===== src/rtl/mem_stage_ctrl_pkg.sv =====
// Shared types and constants for the memory-stage controller.
// No logic of its own; widths, FSM states and the MEM/WB bubble value.
// Imported by mem_stage_ctrl and mem_wb_reg.
package mem_stage_ctrl_pkg;

  localparam int DATA_W = 16;
  localparam int REG_W  = 4;

  typedef enum logic [1:0] {
    IDLE   = 2'd0,
    BUSY   = 2'd1,
    HALTED = 2'd2
  } state_e;

  // Control half of the MEM/WB register: cleared on a bubble
  typedef struct packed {
    logic regwrite;
    logic halt;
  } wb_ctrl_t;

  // Data half of the MEM/WB register: held across bubbles
  typedef struct packed {
    logic [REG_W-1:0]  rd;
    logic [DATA_W-1:0] data;
  } wb_data_t;

  localparam wb_ctrl_t WB_BUBBLE = '{regwrite: 1'b0, halt: 1'b0};

  // Writeback mux: PC-save beats memory data, memory data beats ALU result.
  // An aborted load returns the error pattern instead of the bus value.
  function automatic logic [DATA_W-1:0] wb_select(
    input logic              pcs,
    input logic              memtoreg,
    input logic              aborted,
    input logic [DATA_W-1:0] pc_inc,
    input logic [DATA_W-1:0] rdata,
    input logic [DATA_W-1:0] alu,
    input logic [DATA_W-1:0] err_val
  );
    logic [DATA_W-1:0] v;
    if (pcs)           v = pc_inc;
    else if (memtoreg) v = aborted ? err_val : rdata;
    else               v = alu;
    return v;
  endfunction

endpackage


===== src/rtl/dff.sv =====
// Generic enabled D flip-flop bank with asynchronous active-high reset.
// Latency: 1 cycle from d_i to q_o when en_i is high.
// No flow control; holds its value while en_i is low.
module dff #(
  parameter int               WIDTH   = 1,
  parameter logic [WIDTH-1:0] RST_VAL = '0
) (
  input  logic             clk,
  input  logic             rst,
  input  logic             en_i,
  input  logic [WIDTH-1:0] d_i,
  output logic [WIDTH-1:0] q_o
);

  logic [WIDTH-1:0] q_q;

  // Capture d_i when enabled, return to the reset value asynchronously
  always_ff @(posedge clk or posedge rst) begin
    if (rst)       q_q <= RST_VAL;
    else if (en_i) q_q <= d_i;
  end

  assign q_o = q_q;

endmodule


===== src/rtl/mem_wb_reg.sv =====
// MEM/WB pipeline register: load a full entry, insert a bubble, or hold.
// Latency: 1 cycle. Load has priority over bubble.
// A bubble clears only the control bits; destination and data are held.
module mem_wb_reg
  import mem_stage_ctrl_pkg::*;
(
  input  logic     clk,
  input  logic     rst,
  input  logic     load_i,
  input  logic     bubble_i,
  input  wb_ctrl_t ctrl_i,
  input  wb_data_t data_i,
  output wb_ctrl_t ctrl_o,
  output wb_data_t data_o
);

  logic     ctrl_en;
  wb_ctrl_t ctrl_d;

  assign ctrl_en = load_i | bubble_i;
  assign ctrl_d  = load_i ? ctrl_i : WB_BUBBLE;

  dff #(.WIDTH($bits(wb_ctrl_t))) u_ctrl (
    .clk  (clk),
    .rst  (rst),
    .en_i (ctrl_en),
    .d_i  (ctrl_d),
    .q_o  (ctrl_o)
  );

  dff #(.WIDTH($bits(wb_data_t))) u_data (
    .clk  (clk),
    .rst  (rst),
    .en_i (load_i),
    .d_i  (data_i),
    .q_o  (data_o)
  );

endmodule


===== src/rtl/mem_stage_ctrl.sv =====
// Memory-stage controller: drives the data-memory req/ready handshake and loads MEM/WB.
// Latency: MEM/WB loads in the cycle mem_ready (or a timeout abort) arrives; 0 stalls for zero-wait memory.
// Backpressure: mem_stall freezes upstream while an access is outstanding. Optional MEM_STALL_CNT_EN adds stall_cnt.
module mem_stage_ctrl
  import mem_stage_ctrl_pkg::*;
#(
  parameter int unsigned       TIMEOUT_CYCLES = 64,
  parameter logic [DATA_W-1:0] ERR_RDATA      = 16'h0000
) (
  input  logic              clk,
  input  logic              rst_n,      // active-high despite the name
  input  logic              MemRead,
  input  logic              MemWrite,
  input  logic              RegWrite,
  input  logic              MemtoReg,
  input  logic              PCS,
  input  logic              HALT,
  input  logic [DATA_W-1:0] ALU_Out,
  input  logic [REG_W-1:0]  Rd,
  input  logic [DATA_W-1:0] PC_Inc,
  input  logic [DATA_W-1:0] dataRt,
  input  logic              mem_ready,
  input  logic [DATA_W-1:0] mem_rdata,
  output logic              mem_req,
  output logic              mem_wr,
  output logic [DATA_W-1:0] mem_addr,
  output logic [DATA_W-1:0] mem_wdata,
  output logic              mem_stall,
  output logic              RegWrite_WB,
  output logic [REG_W-1:0]  Rd_WB,
  output logic [DATA_W-1:0] wb_data,
  output logic              HALT_WB,
`ifdef MEM_STALL_CNT_EN
  output logic [15:0]       stall_cnt,
`endif
  output logic              mem_err
);

  localparam logic              TMO_EN   = (TIMEOUT_CYCLES != 0);
  localparam logic [DATA_W-1:0] TMO_LAST = DATA_W'(TIMEOUT_CYCLES - 1);

  state_e            state_q, state_d;
  logic [DATA_W-1:0] tcnt_q, tcnt_d;
  logic              err_q, err_d;

  logic     op, idle, busy, abort, complete;
  wb_ctrl_t wb_ctrl_in, wb_ctrl_out;
  wb_data_t wb_data_in, wb_data_out;

  assign op   = MemRead | MemWrite;
  assign idle = (state_q == IDLE);
  assign busy = (state_q == BUSY);

  // Reset gates the request combinationally so it drops the instant reset rises,
  // even though the held EX/MEM inputs still describe a memory op.
  assign mem_req   = ~rst_n & ((idle & op) | busy);
  assign mem_wr    = MemWrite;
  assign mem_addr  = ALU_Out;
  assign mem_wdata = dataRt;

  // Abort on the last allowed BUSY cycle; a ready in the same cycle wins
  assign abort     = busy & TMO_EN & (tcnt_q == TMO_LAST) & ~mem_ready;
  assign mem_stall = mem_req & ~mem_ready & ~abort;

  // Anything that is not a stall (and not halted) retires an instruction into MEM/WB
  assign complete  = (idle & ~op) | (mem_req & (mem_ready | abort));

  assign wb_ctrl_in.regwrite = RegWrite;
  assign wb_ctrl_in.halt     = HALT;
  assign wb_data_in.rd       = Rd;
  assign wb_data_in.data     = wb_select(PCS, MemtoReg, abort, PC_Inc, mem_rdata, ALU_Out, ERR_RDATA);

  // Next-state logic for the access FSM, timeout counter and sticky error
  always_comb begin
    state_d = state_q;
    tcnt_d  = tcnt_q;
    err_d   = err_q;
    case (state_q)
      IDLE: begin
        if (op & ~mem_ready) begin
          state_d = BUSY;
          tcnt_d  = '0;
        end else if (HALT) begin
          state_d = HALTED;
        end
      end
      BUSY: begin
        tcnt_d = tcnt_q + DATA_W'(1);
        if (mem_ready | abort) begin
          state_d = HALT ? HALTED : IDLE;
          if (abort) err_d = 1'b1;
        end
      end
      HALTED: state_d = HALTED;
      default: state_d = IDLE;
    endcase
  end

  // State, timeout counter and error flag registers
  always_ff @(posedge clk or posedge rst_n) begin
    if (rst_n) begin
      state_q <= IDLE;
      tcnt_q  <= '0;
      err_q   <= 1'b0;
    end else begin
      state_q <= state_d;
      tcnt_q  <= tcnt_d;
      err_q   <= err_d;
    end
  end

  assign mem_err = err_q;

  mem_wb_reg u_mem_wb (
    .clk      (clk),
    .rst      (rst_n),
    .load_i   (complete),
    .bubble_i (mem_stall),
    .ctrl_i   (wb_ctrl_in),
    .data_i   (wb_data_in),
    .ctrl_o   (wb_ctrl_out),
    .data_o   (wb_data_out)
  );

  assign RegWrite_WB = wb_ctrl_out.regwrite;
  assign HALT_WB     = wb_ctrl_out.halt;
  assign Rd_WB       = wb_data_out.rd;
  assign wb_data     = wb_data_out.data;

`ifdef MEM_STALL_CNT_EN
  logic [15:0] stall_cnt_q;

  // Saturating count of stalled cycles
  always_ff @(posedge clk or posedge rst_n) begin
    if (rst_n)                                    stall_cnt_q <= '0;
    else if (mem_stall && stall_cnt_q != 16'hFFFF) stall_cnt_q <= stall_cnt_q + 16'd1;
  end

  assign stall_cnt = stall_cnt_q;
`endif

endmodule


===== config.mk =====
export PLATFORM = sky130hd
export DESIGN_NAME = mem_stage_ctrl
export DESIGN_NICKNAME = d
export VERILOG_FILES = /design/src/rtl/mem_stage_ctrl_pkg.sv /design/src/rtl/dff.sv /design/src/rtl/mem_wb_reg.sv /design/src/rtl/mem_stage_ctrl.sv
export SDC_FILE = /design/constraint.sdc
export NUM_CORES = 1
export LEC_CHECK = 0
export ABC_AREA = 1
export CAP_MARGIN = 20
export CORE_ASPECT_RATIO = 0.6
export CORE_MARGIN = 3
export CORE_UTILIZATION = 41
export CTS_CLUSTER_DIAMETER = 120
export DETAILED_ROUTE_END_ITERATION = 7
export MAX_ROUTING_LAYER = met4
export PLACE_DENSITY = 0.9
export SKIP_LAST_GASP = 1
export SLEW_MARGIN = 20
export SYNTH_ARGS = -nofsm -noshare
export SYNTH_HDL_FRONTEND = slang
export SYNTH_SLANG_ARGS = --single-unit

===== constraint.sdc =====
create_clock -name clk -period 2 [get_ports clk]
set_input_delay 0.5 -clock clk [delete_from_list [all_inputs] [get_ports clk]]
set_output_delay 0.5 -clock clk [all_outputs]
set_load 0.01 [all_outputs]

-- After elaboration in Yosys (flattened, before gate mapping)
Index checks and enable logic that the tools add are counted.
- word-level logic and storage cells: 46
- bits of input ports: 77
- register bits: 41
- output and inout bits: 58
- $add $sub $neg: 1
- multiplexer cells: 11
- equal/unequal tests: 6
- bitwise logic cells: 18
- reduce and logical (&&, ||, !) cells: 5
- operators by type and width (kind ; count):
    $mux 16 ; 4
    $pmux 16 s2 ; 1
    $add 16x1->16 const B ; 1
    $eq 16x6->1 const B ; 1
    $mux 2 ; 5
    $and 1x1->1 ; 9
    $pmux 2 s3 ; 1
    $or 1x1->1 ; 5
    $ne 2x1->1 const B ; 2
    $not 1->1 ; 4
    $reduce_and 2->1 ; 2
    $ne 3x2->1 const B ; 1
    $reduce_and 3->1 ; 1
    $eq 2x1->1 const B ; 1
    $eq 2x2->1 const B ; 1
    $logic_not 2->1 ; 1
    $reduce_bool 2->1 ; 1

-- Depth between registers and ports, before layout
- depth after elaboration: 7
- depth in mapped cells: 11
- gate-level depth less buffers: 10

-- Hierarchy
A second synthesis with hierarchy kept.
- cells, all modules: 402
- area, all modules: 2743.9 µm²
- by module, submodules not included (module ; cells an instance ; seq. area each (µm²) ; times used ; area each (µm²)):
    mem_stage_ctrl ; 299 ; 475.5 ; 1 ; 1866.8
    dff (u_mem_wb.u_data) ; 86 ; 500.5 ; 1 ; 770.7
    dff (u_mem_wb.u_ctrl) ; 10 ; 50.0 ; 1 ; 80.1
    mem_wb_reg ; 7 ; 0.0 ; 1 ; 26.3

-- Least setup slack after synthesis
No wires, ideal clock.
- path kind: input-to-output
- start point: in rst_n
- end point: out mem_stall
- buffers on the path: 0
- arrival: 1.168 ns
- stages: 5
- path slack: 0.332 ns
- data required time: 1.500 ns
- cell sequence: nor2_1 -> inv_1 -> a21oi_1 -> inv_1 -> nor2_1
- longest elaborated chain between the ends: 4
- ends and longest elaborated chain (what ; line ; text):
    start, declared ; mem_stage_ctrl.sv:11 ; input logic rst_n,
    $not 1->1 ; mem_stage_ctrl.sv:56 ; assign mem_req = ~rst_n & ((idle & op) | busy);
    $and 1x1->1 ; mem_stage_ctrl.sv:56 ;
    net mem_req ; mem_stage_ctrl.sv:24 ; output logic mem_req,
    $and 1x1->1 (2 in a row) ; mem_stage_ctrl.sv:63 ; assign mem_stall = mem_req & ~mem_ready & ~abort;
    end, declared ; mem_stage_ctrl.sv:28 ; output logic mem_stall,
The timed path passes the listed nets, and every way through them passes these cells.

-- Worst setup path in the final report
- start point: reg tcnt_q[0]
- end point: out mem_stall
- longest elaborated chain between the ends: 5
- ends and longest elaborated chain (what ; line ; text):
    start, declared ; mem_stage_ctrl.sv:43 ; logic [DATA_W-1:0] tcnt_q, tcnt_d;
    start signal, assigned ; mem_stage_ctrl.sv:107 ; tcnt_q <= tcnt_d;
    $eq 16x6->1 ; mem_stage_ctrl.sv:62 ; assign abort = busy & TMO_EN & (tcnt_q == TMO_LAST) & ~mem_ready;
    $and 1x1->1 (2 in a row) ; mem_stage_ctrl.sv:62 ;
    $not 1->1 ; mem_stage_ctrl.sv:63 ;
    $and 1x1->1 ; mem_stage_ctrl.sv:63 ;
Every way passes these cells.

==> qor.csv <==
metric;value;unit
status;finished, final reports clean;
synth_cell_types;28;
grt_use_total;0.224;
dp_hpwl;6.50;mm
nets;593;
synth_top_area_frac;0.373;
via_per_inst;5.19;
core_area;6300;µm²
cp.arrival;1.49;ns
cap_viol_max_count;0;
cts_root_buffer;clkbuf_8;
postSynthCellCount;405;
die_w;112;µm
startpoint_type;flop;
r2r_slack;0.23;ns
syn_area_per_cell;6.78;µm²
num_vias;3116;
period_minus_slack;1.99;ns
ctsHtreeMaxLevel;2;
grt_start_max_net_pins;33;
clkSlewWorstSetupHoldPaths;0.08;ns
vdd_ir_drop_max;658;µV
fmax;0.502;GHz
synthFlopType;dfrtp_1;
cts_tree;yes;
critPathKind;reg2out;
synth_commonest_cells;nand2_1, inv_1, nand3_1, dfrtp_1, buf_4;
hold_path.class;in2async;
regToRegStartpoint;state_q[1];
rows;22;
die_height;69.4;µm
finalSetupViolCount;0;
area_growth;47.6;%
multi_input_area;1220;µm²
route.detailed.drc;0;
syn-num-nets;483;
instances_no_fill;600;
required;1.50;ns
seqCellArea;1030;µm²
antenna_cells;0;
dr.pass1.iters;6;
drt_iter0_markers;526;
port_buffers;102;
overflow;0;
syn-cell-area;2750;µm²
ys_ff_latch;41;
n_fill_cell;526;
drive_gt1_frac;0.151;
hold_buffers;0;
fin_util;0.644;
routed_wl;8.71;mm
hold_viol;0;
ys_seq_area_frac;0.373;
cts_buffer_depth;2;
yosysMostFrequentCell;nand2_1;
clock_latency;0.30;ns
ios;135;
finalClockSkew;0.00466;ns
dieArea;7750;µm²
endpoint_kind;primary output;
tns;0;ns
synth_top_area_cell;dfrtp_1;
start_util;0.436;
grt_pass1_wl;13.9;mm
worst_slew_pin_slew;0.495;ns
wl_per_cell;14.5;µm
numCtsBuffers;5;
p_per_area;932;nW/µm²
antenna_left;0;
p_leak;2.09;nW
clkSinkCount;41;
antenna_found_initial;0;
gp_congestion;0.944;
dp.cells;587;
synth_area_leaders;dfrtp_1, nand2_1, nand3_1;
worst-path-max-fanout;3;
ff2ff_path_depth;9;
r2r_end;u_mem_wb.u_data.q_o[5];
grt_pass1_vias;2914;
rsz0062_at_grt;yes;
slew_viol_final;0;
synthArstFlopShare;1.00;
fin_crit_sh;0.996;
synth_warnings;0;
synth_enable_flop_cells;0;
relSlewSlack;0.670;
[how the worst max path moves through the flow]
stage                     depth (start not counted)  startpoint        end
final                                             7   tcnt_q[0]  mem_stall
after CTS                                         7   tcnt_q[0]  mem_stall
after detailed placement                          7       rst_n  mem_stall
after global routing                              7  state_q[1]  mem_stall
after floorplan                                   5       rst_n  mem_stall
after global placement                            7       rst_n  mem_stall
[power breakdown]
part | internal [W] | switching (W) | total, W
Clock | 0.000407 | 0.000286 | 0.000693
Sequential | 0.00115 | 0.000218 | 0.00137
Combinational | 0.000905 | 0.000818 | 0.00172
Total | 0.00246 | 0.00132 | 0.00378
[final cells by class]
class | count | share of cell area
clock inverters | 1 | 0.00740
repair buffers | 151 | 0.341
flip-flops and latches | 41 | 0.253
well taps | 84 | 0.0259
clock buffers | 7 | 0.0213
multi-input cells | 261 | 0.301
inverters | 55 | 0.0509
[cell families after synthesis]
logic type | Yosys count | share of synthesized area
buf+inv | 103 | 0.196
simple gates | 218 | 0.341
flops | 41 | 0.373
compound gates | 40 | 0.0783
xor+xnor | 2 | 0.00638
fa+ha+maj | 1 | 0.00455
[layer usage]
metal / track usage / vias up / part of all wire
met5: - / - / 0
met4: 0.0796 / 0 / 0.025
met3: 0.0471 / 37 / 0.099
met2: 0.348 / 197 / 0.45
met1: 0.293 / 1427 / 0.43
li1: - / 1455 / -
[critical path: stages, from the launching register on]
cell     delay (ns)
dfrtp_1        0.40
ha_2           0.20
nand2_2        0.09
nor2_4         0.05
nand3_2        0.08
nand2_1        0.08
nor2_1         0.13
buf_2          0.16
[placed cells by master (no fill, tap or decap), types with 2 or more instances in the layout]
cell type / instances
a21oi_1: 21
buf_4: 47
clkbuf_8: 6
clkdlybuf4s50_1: 80
dfrtp_1: 41
dlygate4sd2_1: 19
dlymetal6s2s_1: 2
inv_1: 51
inv_2: 3
nand2_1: 127
nand2_2: 2
nand3_1: 50
nand3_2: 3
nor2_1: 21
nor2_2: 5
nor2_4: 4
nor3_1: 3
o21ai_0: 13
xor2_1: 2
[sequential cells by signal, summed over array words and instances (netlist names)]
register / flops
mem_err: 1
state_q: 2
tcnt_q: 16
u_mem_wb.u_ctrl.q_o: 2
u_mem_wb.u_data.q_o: 20
[through the flow]
| step | setup slack, ns | area [µm²] | total power [W] | hold slack [ns] |
|---|---|---|---|---|
| floorplan | 0.332 | 2750 | 0.00208 | 0.470 |
| global placement | -0.436 | 3880 | 0.00294 | 0.454 |
| detailed placement | -0.574 | 3880 | 0.00300 | 0.461 |
| CTS | -0.0382 | 3990 | 0.00370 | 0.426 |
| global route | -0.0596 | 4060 | 0.00402 | 0.473 |
| finish | 0.00778 | 4060 | 0.00378 | 0.459 |
[timing repair]
| action | 4_1_cts | 5_1_grt |
|---|---|---|
| setup endpoints to repair | 19 | 2 |
| buffers inserted | 1 | 4 |
| gates resized for setup | 25 | 14 |
| gates cloned | 0 | 0 |
| pin swaps | 2 | 5 |
No activity file was read; power rests on OpenSTA's default activity.
